**src/rtl/synchronous_input_debounce_controller.sv**
```systemverilog
// synchronous_input_debounce_controller: synchronizes and debounces one raw input into a level, edge pulses and a press count
module synchronous_input_debounce_controller #(
  parameter int SYNC_STAGES     = 2,
  parameter int DEBOUNCE_CYCLES = 4,
  parameter int COUNT_WIDTH     = 8
) (
  input  logic                   CLK,
  input  logic                   RESET,
  input  logic                   IN,
  output logic                   OUT,
  output logic                   PRESS_PULSE,
  output logic                   RELEASE_PULSE,
  output logic [COUNT_WIDTH-1:0] PRESS_COUNT
);
  localparam int CW = $clog2(DEBOUNCE_CYCLES) + 1;
  localparam logic [CW-1:0] CNT_LAST = CW'(DEBOUNCE_CYCLES - 1);
  typedef enum logic [1:0] {IDLE, WAIT_PRESS, PRESSED, WAIT_RELEASE} state_t;
  state_t state_q, state_d;
  logic [SYNC_STAGES-1:0] sync_q, sync_d;
  logic [CW-1:0] cnt_q, cnt_d;
  logic out_q, out_d, press_q, press_d, release_q, release_d;
  logic [COUNT_WIDTH-1:0] count_q, count_d;
  logic in_s;
  assign in_s = sync_q[SYNC_STAGES-1];
  always_comb sync_d = {sync_q[SYNC_STAGES-2:0], IN};
  // the stability counter only advances in the two WAIT states; any transition clears it
  always_comb begin
    state_d   = state_q;
    cnt_d     = '0;
    out_d     = out_q;
    press_d   = 1'b0;
    release_d = 1'b0;
    count_d   = count_q;
    case (state_q)
      IDLE: state_d = in_s ? WAIT_PRESS : IDLE;
      WAIT_PRESS:
        if (!in_s) state_d = IDLE;
        else if (cnt_q == CNT_LAST) begin
          state_d = PRESSED;
          out_d   = 1'b1;
          press_d = 1'b1;
          count_d = count_q + 1'b1;
        end else cnt_d = cnt_q + 1'b1;
      PRESSED: state_d = in_s ? PRESSED : WAIT_RELEASE;
      WAIT_RELEASE:
        if (in_s) state_d = PRESSED;
        else if (cnt_q == CNT_LAST) begin
          state_d   = IDLE;
          out_d     = 1'b0;
          release_d = 1'b1;
        end else cnt_d = cnt_q + 1'b1;
      default: state_d = IDLE;
    endcase
  end
  always_ff @(posedge CLK) begin
    if (RESET) begin
      sync_q    <= '0;
      state_q   <= IDLE;
      cnt_q     <= '0;
      out_q     <= 1'b0;
      press_q   <= 1'b0;
      release_q <= 1'b0;
      count_q   <= '0;
    end else begin
      sync_q    <= sync_d;
      state_q   <= state_d;
      cnt_q     <= cnt_d;
      out_q     <= out_d;
      press_q   <= press_d;
      release_q <= release_d;
      count_q   <= count_d;
    end
  end
  assign OUT           = out_q;
  assign PRESS_PULSE   = press_q;
  assign RELEASE_PULSE = release_q;
  assign PRESS_COUNT   = count_q;
endmodule

```
**config.mk**
```make
export PLATFORM = sky130hd
export DESIGN_NAME = synchronous_input_debounce_controller
export DESIGN_NICKNAME = d
export VERILOG_FILES = /design/src/rtl/synchronous_input_debounce_controller.sv
export SDC_FILE = /design/constraint.sdc
export NUM_CORES = 1
export LEC_CHECK = 0
export CORE_MARGIN = 3
export CORE_UTILIZATION = 45
export DETAILED_ROUTE_END_ITERATION = 10
export GPL_ROUTABILITY_DRIVEN = 0
export PLACE_DENSITY = 0.74
export SETUP_SLACK_MARGIN = 0.4
export SKIP_CTS_REPAIR_TIMING = 1
export SYNTH_ARGS = -nofsm -noshare
export SYNTH_HDL_FRONTEND = slang
export SYNTH_SLANG_ARGS = --single-unit
```
**constraint.sdc**
```tcl
create_clock -name CLK -period 1.8 [get_ports CLK]
set_input_delay 0.27 -clock CLK [delete_from_list [all_inputs] [get_ports CLK]]
set_output_delay 0.27 -clock CLK [all_outputs]
set_load 0.05 [all_outputs]
```
# ---- Word-level counts from Yosys, hierarchy flattened
# Index checks and enable logic that the tools add are counted.
dict set report totals {
  inputBits 3
  out_inout_bits 11
  regBits 18
}
dict set report classes {
  n_eq_ne 10
  mux 17
  reduce_logical 7
  addsub 2
  n_bitwise 3
}
# operator count
set op_table {}
lappend op_table {{3-bit two-way mux} 3}
lappend op_table {{8-bit by 1-bit adder with 8-bit output, second input constant} 1}
lappend op_table {{2-bit two-way mux} 4}
lappend op_table {{2-bit inequality test, second input constant} 4}
lappend op_table {{2-bit case mux with 4 select lines} 1}
lappend op_table {{1-bit two-way mux} 7}
lappend op_table {{3-bit inequality test, second input constant} 2}
lappend op_table {{3-bit case mux with 2 select lines} 1}
lappend op_table {{3-bit OR reduction} 2}
lappend op_table {{5-bit AND reduction} 1}
lappend op_table {{2-bit == test, second input constant} 2}
lappend op_table {{3-bit by 1-bit adder with 3-bit output, second input constant} 1}
lappend op_table {{3-bit by 2-bit == test with 1-bit output, second input constant} 1}
lappend op_table {{1-bit NOT} 3}
lappend op_table {{3-bit AND reduction} 1}
lappend op_table {{2-bit by 1-bit == test with 1-bit output, second input constant} 1}
lappend op_table {{2-bit zero test} 1}
lappend op_table {{1-bit case mux with 2 select lines} 1}
lappend op_table {{2-bit AND reduction} 1}
lappend op_table {{2-bit nonzero test} 1}

# ---- Logic depth before layout (Yosys ltp)
dict set report logic_depth {
  word_depth 4
  ltp_mapped 5
  ltp_nobuf 4
}

# ---- Worst setup path after synthesis
# Ideal clock, no wire load.
dict set report synth_timing {
  kind {register to register}
  start {register count_q[0] (netlist: PRESS_COUNT[0])}
  end {register count_q[4] (netlist: PRESS_COUNT[4])}
  setup_time_ps 71
  n_path_buf 0
  stages_incl_launch_ff 5
  required_ps 1729
  arrival_time_ps 1582
  slack_ps 148
  synth_period_minus_slack_ps 1652
  path_cell_list {dfxtp_1 -> ha_1 -> nand4b_1 -> or4_1 -> a21oi_1}
}
dict set report synth_via {
  elab_chain_len 1
}
# element line_no
set synth_lines {}
lappend synth_lines {{start: declaration} 22} ;# logic [COUNT_WIDTH-1:0] count_q, count_d;
lappend synth_lines {{start signal: assignment} 71} ;# count_q <= count_d;
lappend synth_lines {{8-bit by 1-bit adder with 8-bit output} 42} ;# count_d = count_q + 1'b1;
# Every way passes these cells.
# A chain may end at the register's enable or synchronous reset.

# ---- Worst setup path after layout
dict set report layout_timing {
  start {register count_q[4] (netlist: PRESS_COUNT[4])}
  end {output port PRESS_COUNT[4]}
}
# element line_no
set layout_lines {}
lappend layout_lines {{end: declaration} 13} ;# output logic [COUNT_WIDTH-1:0] PRESS_COUNT
# No word-level cell between the ends.

==> reports/results.tsv <==
metric	value	unit
WS Path Type	register to output port	
clk_lat worst skew	0.30	ns
register area share after synthesis	47.14	%
initial antenna violation count	0	
most frequent cells in the layout	dfxtp_1, dfxtp_2, nor2b_1	
fin crit share	76.73	%
internal power	541.2	µW
GRT Resource Usage Total	15.88	%
DIE HEIGHT	47.22	µm
M1 GR Usage	18.20	%
Yosys warning count	0	
P_sw	159.9	µW
Core Util, Final	64.61	%
P&R area growth vs syn	31.75	%
root buffer cell	clkbuf_4	
WP buf/inv	1	
post-synthesis simple-gate area fraction	28.81	%
mux share of post-synthesis cell area	4.419	%
Clk pwr share	35.7	%
crit-path max cell delay	0.43	ns
Hold Path Class	register to register	
Relative slew margins	65.99	%
via count	654	
met2 Usage GRT	26.56	%
Post-layout nets	105	
Initial DRT Pass Iterations	4	
worst vdd ir	375.1	µV
Port Buffers	13	
layout cell share with drive strength beyond 1	33.33	%
Die W	47.22	µm
# fillers	135	
Ports	14	
hold_ws	0.4432	ns
vias in the first global route	587	
fin worst setup slack	0.4189	ns
Seq cells post-synth	18	
Max Clock Skew	0.01143	ns
CTS HTree Levels	1	
Longest Clk Path Bufs	2	
Hold Vio Cnt, Final	0	
area share of fa/ha/maj cells after synthesis	3.273	%
CP Capture Type	output port	
Worst setup SP type	register	
Slew Limit Fails	0	
GR met3 Demand/Resource	4.598	%
top-area cell type share of the netlist area	47.14	%
CP max stage cell	dlymetal6s2s_1	
RSZ-0062 raised after global routing	yes	
CP cell instances	dlymetal6s2s_1	
first-pass GRT wire length	2463	µm
overflow left after global routing	0	
Die ar.	2229	µm²
Mean Syn Cell Area	9.556	µm²
CTS tree	done	
initial core utilization	49.04	%
clock slew seen by the registers of the worst setup and hold paths	0.11	ns
Leakage	0.4868	nW
Post-Route WL	1550	µm
maximum clock rate	0.7241	GHz
worst path required time	1.53	ns
Syn Inst Count	80	
worst slew pin tran	0.5092	ns
Reg power frac	58.1	%
xor/xnor share of the synthesized area	1.146	%
power per cell area	696.0	nW/µm²
remaining antenna violation count after routing	0	
Top Usage Layer GRT	met2	
crit-path max FO	6	
largest family of logic cells by synthesized area	simple AND/OR/NAND/NOR gates	
Routed WL per cell	13.48	µm
status	finished clean	
row count	14	
minimum clock period	1.381	ns
Sink Count	18	
routed vias/inst	5.687	
distinct cell type count after synthesis	30	
combinational power share	6.2	%
setup_tns	0	ns
mapped cell area	764.5	µm²
max cap viols	0	
Synth Area in Compound Gates	11.13	%
main area contributors after synthesis	dfxtp_1, nor2b_1, a21oi_1	
antenna cell count	0	
final setup vio count	0	
post-synth top area cell	dfxtp_1	
Mapped Nets	85	
commonest non-fill, non-tap cell in the layout	dfxtp_1	
Remaining DRCs	0	
Post-DP HPWL	1090	µm
pre-CTS setup slack	0.3611	ns
switching share of total power	22.80	%
1st-iter DRT viols	12	
core area	1559	µm²
largest net degree at the start of global routing	12	
Arr. time, crit path	1.11	ns
cell family with most CP delay	buffers and inverters	
cts bufs inserted	3	
area by class of cell:
cell class	instances	area [µm²]	share of cell area (%)
timing repair buffer	19	168.9	16.77
sequential	18	376.6	37.39
clock buffer	4	36.28	3.602
tap	16	20.02	1.988
inverter	2	7.507	0.7453
multi-input combinational	56	397.9	39.50
per-layer routing:
layer	up-vias	share of wire, %
met5	-	0
met4	0	1.7
met3	4	2.9
met2	9	53
met1	316	43
li1	325	-
cells by family after synthesis:
logic type / after synthesis
AND/OR/NAND/NOR: 35
AO/OA/AOI/OAI: 15
buffers and inverters: 6
multiplexers: 3
flip-flops: 18
adder cells (fa/ha/maj): 2
XOR/XNOR: 1
through the flow:
stage          cells  power, mW  instance area (µm²)
2_1_floorplan     80     0.4452                779.5
3_3_place_gp     108     0.4621                928.4
3_5_place_dp     108     0.4629                928.4
4_1_cts          112     0.7044                964.7
5_1_grt          115     0.7286                 1007
6_report         115     0.7010                 1007
Yosys cell counts, drive strengths merged:
| cell | number |
|---|---|
| a21o | 1 |
| a21oi | 7 |
| and3 | 1 |
| and3b | 1 |
| and4 | 1 |
| and4bb | 1 |
| buf | 3 |
| clkbuf | 1 |
| dfxtp | 18 |
| ha | 2 |
| inv | 2 |
| mux2 | 3 |
| nand2 | 2 |
| nand2b | 1 |
| nand3 | 4 |
| nand3b | 2 |
| nand4 | 2 |
| nand4b | 1 |
| nor2 | 5 |
| nor2b | 7 |
| nor3 | 1 |
| nor3b | 2 |
| nor4b | 1 |
| o21ai | 4 |
| o31ai | 3 |
| or3 | 1 |
| or4 | 2 |
| xor2 | 1 |
registers in the layout, indices dropped and copies added (netlist names), named ones only:
signal / count
PRESS_COUNT: 8
cnt_q: 3
sync_q: 2
OUT: 1
PRESS_PULSE: 1
RELEASE_PULSE: 1
state_q: 1
final timing paths:
check | startpoint | to | slack (ns) | cells past startpoint
max | PRESS_COUNT[4] | PRESS_COUNT[4] | 0.42 | 1
min reg2reg | sync_q[0] | sync_q[1] | 0.44 | 1
min | sync_q[0] | sync_q[1] | 0.44 | 1
max reg2reg | PRESS_COUNT[0] | PRESS_COUNT[4] | 0.44 | 4
power groups by stage:
stage	Sequential (mW)	Combinational, mW	Clock, mW
after floorplan	0.427	0.0184	0
after global placement	0.416	0.0464	0
after detailed placement	0.416	0.0470	0
after CTS	0.407	0.0472	0.250
after global routing	0.408	0.0478	0.272
final	0.407	0.0434	0.251
Note: power is estimated with default switching activity, not from simulation.
